==> config.mk <==
export PLATFORM = sky130hd
export DESIGN_NAME = twos_complement_accumulator
export DESIGN_NICKNAME = d
export VERILOG_FILES = /design/src/rtl/twos_complement_accumulator.sv
export SDC_FILE = /design/constraint.sdc
export NUM_CORES = 1
export LEC_CHECK = 0
export ABC_AREA = 1
export CAP_MARGIN = 10
export CORE_UTILIZATION = 40
export DETAILED_ROUTE_END_ITERATION = 8
export GPL_ROUTABILITY_DRIVEN = 0
export PLACE_DENSITY = 0.75
export SLEW_MARGIN = 20
export SYNTH_ARGS = -nofsm -noshare
export SYNTH_HDL_FRONTEND = slang
export SYNTH_SLANG_ARGS = --single-unit
export TNS_END_PERCENT = 1
==> constraint.sdc <==
create_clock -name clk -period 2.3 [get_ports clk]
set_input_delay 0.46 -clock clk [delete_from_list [all_inputs] [get_ports clk]]
set_output_delay 0.46 -clock clk [all_outputs]
set_load 0.01 [all_outputs]
==> src/rtl/twos_complement_accumulator.sv <==
// Frame accumulator for signed two's-complement samples with a valid/ready result port.
// Define TCACC_SAT_EN to saturate on overflow; the default build wraps modulo 2^ACC_W.
module twos_complement_accumulator #(
  parameter int DATA_W    = 8,
  parameter int ACC_W     = 16,
  parameter int FRAME_LEN = 4
) (
  input  logic              clk,
  input  logic              rst_n,
  input  logic              clear,
  input  logic [DATA_W-1:0] in_data,
  input  logic              in_valid,
  output logic              in_ready,
  output logic [ACC_W-1:0]  out_sum,
  output logic              out_ovf,
  output logic              out_valid,
  input  logic              out_ready
);

  localparam int CNT_W = $clog2(FRAME_LEN + 1);
  localparam logic [CNT_W-1:0] LAST_CNT = CNT_W'(FRAME_LEN - 1);

  // Handshake: a sample moves on an edge with in_valid && in_ready; a frame
  // result moves on an edge with out_valid && out_ready. Both ready/valid
  // outputs are registered and only ever depend on the current state.
  typedef enum logic {
    ACCUM = 1'b0,
    HOLD  = 1'b1
  } state_t;

  state_t            state_q, state_d;
  logic [ACC_W-1:0]  acc_q, acc_d;
  logic [CNT_W-1:0]  cnt_q, cnt_d;
  logic              ovf_q, ovf_d;
  logic              ready_d, valid_d;

  logic signed [DATA_W-1:0] in_s;
  logic signed [ACC_W-1:0]  in_ext;
  logic [ACC_W-1:0]         sum_raw;
  logic [ACC_W-1:0]         add_res;
  logic                     add_ovf;

  assign in_s    = in_data;
  assign in_ext  = ACC_W'(in_s);
  assign sum_raw = acc_q + in_ext;
  assign add_ovf = (acc_q[ACC_W-1] == in_ext[ACC_W-1]) &&
                   (sum_raw[ACC_W-1] != acc_q[ACC_W-1]);

`ifdef TCACC_SAT_EN
  // Overflow direction follows the common sign of the two addends.
  always_comb begin
    add_res = sum_raw;
    if (add_ovf) begin
      add_res = acc_q[ACC_W-1] ? {1'b1, {(ACC_W-1){1'b0}}}
                               : {1'b0, {(ACC_W-1){1'b1}}};
    end
  end
`else
  assign add_res = sum_raw;
`endif

  always_comb begin
    state_d = state_q;
    acc_d   = acc_q;
    cnt_d   = cnt_q;
    ovf_d   = ovf_q;
    if (clear) begin
      state_d = ACCUM;
      acc_d   = '0;
      cnt_d   = '0;
      ovf_d   = 1'b0;
    end else begin
      case (state_q)
        ACCUM: begin
          if (in_valid && in_ready) begin
            acc_d = add_res;
            cnt_d = cnt_q + CNT_W'(1);
            ovf_d = ovf_q | add_ovf;
            if (cnt_q == LAST_CNT) state_d = HOLD;
          end
        end
        HOLD: begin
          if (out_ready) begin
            state_d = ACCUM;
            acc_d   = '0;
            cnt_d   = '0;
            ovf_d   = 1'b0;
          end
        end
        default: state_d = ACCUM;
      endcase
    end
    ready_d = (state_d == ACCUM);
    valid_d = (state_d == HOLD);
  end

  always_ff @(posedge clk or negedge rst_n) begin
    if (!rst_n) begin
      state_q   <= ACCUM;
      acc_q     <= '0;
      cnt_q     <= '0;
      ovf_q     <= 1'b0;
      in_ready  <= 1'b0;
      out_valid <= 1'b0;
    end else begin
      state_q   <= state_d;
      acc_q     <= acc_d;
      cnt_q     <= cnt_d;
      ovf_q     <= ovf_d;
      in_ready  <= ready_d;
      out_valid <= valid_d;
    end
  end

  assign out_sum = acc_q;
  assign out_ovf = ovf_q;

endmodule

* Word-level counts from Yosys, hierarchy flattened
Cells that the tools add are included.
** Storage, ports and cells
- Logic and storage cells :: 35
- Bits in registers :: 22
- Bits of input ports :: 13
- Output and inout port bits :: 19
** Operators by class
- Add/subtract/negate cells :: 2
- Bitwise logic cells :: 3
- Equality and inequality tests :: 5
- Reductions and logical operators :: 3
- Multiplexer cells :: 17
** Operators by type and width (count)
- 16-bit 2-to-1 mux :: 3
- 16-bit one-hot mux with 2 select lines :: 1
- 16-bit adder :: 1
- 3-bit 2-to-1 mux :: 3
- 1-bit 2-to-1 mux :: 7
- 3-bit != test, second input constant :: 2
- 3-bit one-hot mux with 2 select lines :: 1
- 1-bit one-hot mux with 2 select lines :: 2
- 3-bit by 1-bit adder with 3-bit output, second input constant :: 1
- 3-bit by 2-bit equality test with 1-bit output, second input constant :: 1
- 1-bit logical AND :: 2
- 1-bit inverter :: 2
- 2-bit AND reduction :: 1
- 1-bit equality test :: 1
- 1-bit != test :: 1
- 1-bit OR :: 1

* Longest topological paths before layout
- Depth in word-level cells :: 7
- Mapped depth :: 11
- Gate-level depth less buffers :: 11

* Least setup slack after synthesis
No wires, ideal clock.
- Path type :: input -> register
- From :: input in_data[0]
- To :: register acc_q[14], in the netlist out_sum[14]
- Arrival :: 1.612 ns
- Path slack :: 0.570 ns
- Stages on the path :: 10
- Buffers on the path :: 0
- Cells stage by stage :: ha_1 -> fa_1 -> nand3_1 -> nand2_1 -> nand2_1 -> nand2_1 -> nand2_1 -> nand3b_1 -> nand3_1 -> nand2_1
** Between the ends
- Longest elaborated chain between the ends :: 4
** Ends and longest elaborated chain
- start: declaration :: RTL line 11 : input logic [DATA_W-1:0] in_data,
- 16-bit adder :: RTL line 45 : assign sum_raw = acc_q + in_ext;
- 16-bit 2-to-1 mux :: RTL line 75 : if (in_valid && in_ready) begin
- 16-bit one-hot mux with 2 select lines :: RTL line 73 : case (state_q)
- 16-bit 2-to-1 mux :: RTL line 67 : if (clear) begin
- end signal: assignment :: RTL line 100 : acc_q <= '0;
- end signal: assignment :: RTL line 107 : acc_q <= acc_d;
- end: declaration :: RTL line 32 : logic [ACC_W-1:0] acc_q, acc_d;
Every way passes these cells. The select of a mux whose other input is x is not followed.
A chain may end at the register's enable or synchronous reset.

* Worst setup path in the final report
- From :: input in_data[0]
- To :: register acc_q[10], in the netlist out_sum[10]
The elaborated chain is that of the path after synthesis.

==> impl_metrics.toml <==
[status]
status = "finished clean"

[setup_path]
cp_cell_sequence = "clkdlybuf4s50_1, ha_1, fa_1, nand3_1, nand2_1, nand2_1, nand2_1, nand2_1, nand3b_1, nand3_1, nand2_1"
rrSetupSlack_ps = 410
worstSetupEndpointType = "register"
crit_required_ps = 2470
path_max_fanout = 4
reg2regPathDepth = 10
rr_startpoint = "out_sum[0]$_DFFE_PN0P_"
worstSetupPathType = "input pin to register"
crit_arrival_ps = 2260
start_kind = "input pin"
critPathMaxStageDelay_ps = 420
r2r-end = "out_sum[10]$_DFFE_PN0P_"
critPathSlowestCell = "fa_1"
cp_common_cell = "nand2_1"

[synthesis]
syn_area_per_cell_um2 = 6.894
ys_async_sr_fraction = 1.000
netlist-cell-type-count = 22
ys_seq_area_frac = 0.3132
synth_area_leaders = "dfrtp_1 31%, nand2_1 22%, ha_1 12%, inv_1 6.2%, nand3_1 5.4%"
syn_inst = 255
syn_nets = 286
synth_edf_count = 0
ys_ff_latch = 22
yosys.area.top_type = "dfrtp_1"
synth_top_area_share = 0.3132
syn_area_mm2 = 0.001758
yosys_warnings = 0
synth-main-ff-cell = "dfrtp_1"

[min_path]
hold_class = "register to register"
whs_path_depth = 2
worst_hold_path.endpoint = "cnt_q[1]$_DFFE_PN0P_"
worstHoldStart = "cnt_q[1]$_DFFE_PN0P_"

[run]
cap_violations = 0

[sta]
maxSlewHeadroom = 0.7364
clock.fmax_ghz = 0.4779
finalSetupViolCount = 0
min_period_over_period = 0.9098
grt_setup_unrepaired = "false"
min_period_ps = 2092
worst_pin_slew_ps = 394.8
tns_ps = 0
hold_slack_ps = 496.7
clock_skew_ps = 5.202
hold_viol = 0
layout_setup_ws_ps = 207.5
slew_viol_final = 0

[power]
clkPwrFrac = 0.194
p_sw_frac = 0.3947
vdd.ir_drop.worst_v = 0.0004200
p_switching_w = 0.0005963
pwr-share-comb = 0.468
power_frac_seq = 0.337
leakagePower_nw = 1.220
p_int_w = 0.0009143
power_density_mw_per_mm2 = 687.2

[clock_network]
clkTransAtPathRegs_ps = 90
cts_sinks = 22
cts_buffers = 3
cts_root_buffer = "clkbuf_8"
htreeDepth = 1
cts-hold-fix-buffers = 0
cts_tree = "yes"
post_cts_buffers = 0
clk_latency_ps = 270
cts_buffer_depth = 2
cts_resized = 0

[global_routing]
grt_pass1_vias = 1616
antenna_found_initial = 0
track_usage = 0.1928
grt-ovfl-total = 0
grt_pass1_wl_um = 6803
grt_max_degree = 23

[drt]
route.detailed.drc = 0
dr.first_iter.drc_count = 82
ant_nets = 0
vias = 1691
firstDrtPassIters = 4
wl_per_cell_um = 11.63
via_per_inst = 4.959
wl_um = 3965

[die]
die_h_um = 68.30
fp.coreArea_mm2 = 0.004115
ios = 32
start_util = 0.4272
die_area_mm2 = 0.004664
rows = 23
die_x_um = 68.30

[placement]
io_buffer_count = 31
place_hpwl_um = 3003
place_ws_ps = -41.52

[final_layout]
nFillCells = 408
antenna_cells = 0
area_growth_pct = 25.05
drive_above_1_share = 0.09622
nNetsFinal = 323
regArea_um2 = 550.5
multi_input_area_mm2 = 0.001066
[state kept, by name, summed over array words and instances (netlist names)]
| register | cells |
|---|---|
| cnt_q | 3 |
| out_ovf | 1 |
| state_q | 1 |
| in_ready | 1 |
| out_sum | 16 |
[cells by family (layout without fill, tap and decap cells)]
kind of cell	count (synthesis)	count (layout)	share of synthesized area
and+or+nand+nor	148	148	0.3722
buffers and inverters	37	73	0.08042
adders and majority gates	18	18	0.1324
xor gates and xnor gates	1	1	0.004983
AOI/OAI and AO/OA	29	29	0.09680
DFF	22	22	0.3132
[worst max-delay path by stage]
stage,slack (ps),to,startpoint,cells after the start
2_1_floorplan,570,out_sum[14]$_DFFE_PN0P_,in_data[0],10
5_1_grt,110,out_sum[10]$_DFFE_PN0P_,in_data[0],11
3_5_place_dp,-40,out_sum[10]$_DFFE_PN0P_,in_data[0],11
4_1_cts,240,out_sum[10]$_DFFE_PN0P_,in_data[0],11
3_3_place_gp,-20,out_sum[10]$_DFFE_PN0P_,in_data[0],11
6_report,210,out_sum[10]$_DFFE_PN0P_,in_data[0],11
[per-layer routing]
metal / routed length (um) / global-route usage / vias to the layer above
li1: - / - / 880
met1: 1926 / 0.2518 / 775
met2: 1876 / 0.3297 / 34
met3: 147 / 0.03500 / 2
met4: 14 / 0.03646 / 0
met5: 0 / 0 / -
[cells in the mapped netlist, types with 2 or more instances]
cell type	instances
nand2_1	101
inv_1	29
dfrtp_1	22
nand3_1	19
ha_1	17
a21oi_1	16
nor2_1	11
nand2_2	7
inv_2	6
nand3b_1	5
o21ai_0	4
o21ai_1	4
a21oi_2	2
buf_2	2
nor3_2	2
o31ai_2	2
[layout by cell type (no fill, tap or decap)]
cell / count
nand2_1: 101
clkdlybuf4s50_1: 31
inv_1: 29
dfrtp_1: 22
nand3_1: 19
ha_1: 17
a21oi_1: 16
nor2_1: 11
nand2_2: 7
inv_2: 6
nand3b_1: 5
o21ai_1: 4
o21ai_0: 4
clkbuf_8: 4
buf_4: 3
o31ai_2: 2
nor3_2: 2
a21oi_2: 2
nor2_4: 1
nor2_8: 1
xnor2_1: 1
and2_1: 1
o21bai_1: 1
fa_1: 1
[worst max-delay path, delay by kind of cell]
family | cells | cell delay (ps)
fa+ha+maj | 2 | 640
buf+inv | 1 | 400
simple gates | 8 | 750
[cell type report]
type	instances	share of cell area
multi-input combinational	196	0.4849
sequential	22	0.2504
timing repair buffer	34	0.1514
inverter	35	0.05976
tap	50	0.02846
clock buffer	4	0.02504
[stage by stage]
step | cells | instance area [um^2] | total power, W | utilization
finish | 341 | 2198 | 0.001511 | 0.5342
global route | 341 | 2198 | 0.001635 | 0.5342
CTS | 341 | 2198 | 0.001523 | 0.5342
detailed placement | 337 | 2143 | 0.001223 | 0.5208
global placement | 337 | 2143 | 0.001205 | 0.5208
floorplan | 255 | 1758 | 0.0009684 | -
[power by group through the flow]
stage | Sequential, W | Clock (W) | Combinational, W
6_report | 0.000510 | 0.000294 | 0.000707
5_1_grt | 0.000520 | 0.000316 | 0.000800
4_1_cts | 0.000510 | 0.000302 | 0.000710
3_5_place_dp | 0.000517 | 0 | 0.000706
3_3_place_gp | 0.000516 | 0 | 0.000689
2_1_floorplan | 0.000533 | 0 | 0.000436
(Power assumes the default switching activity.)
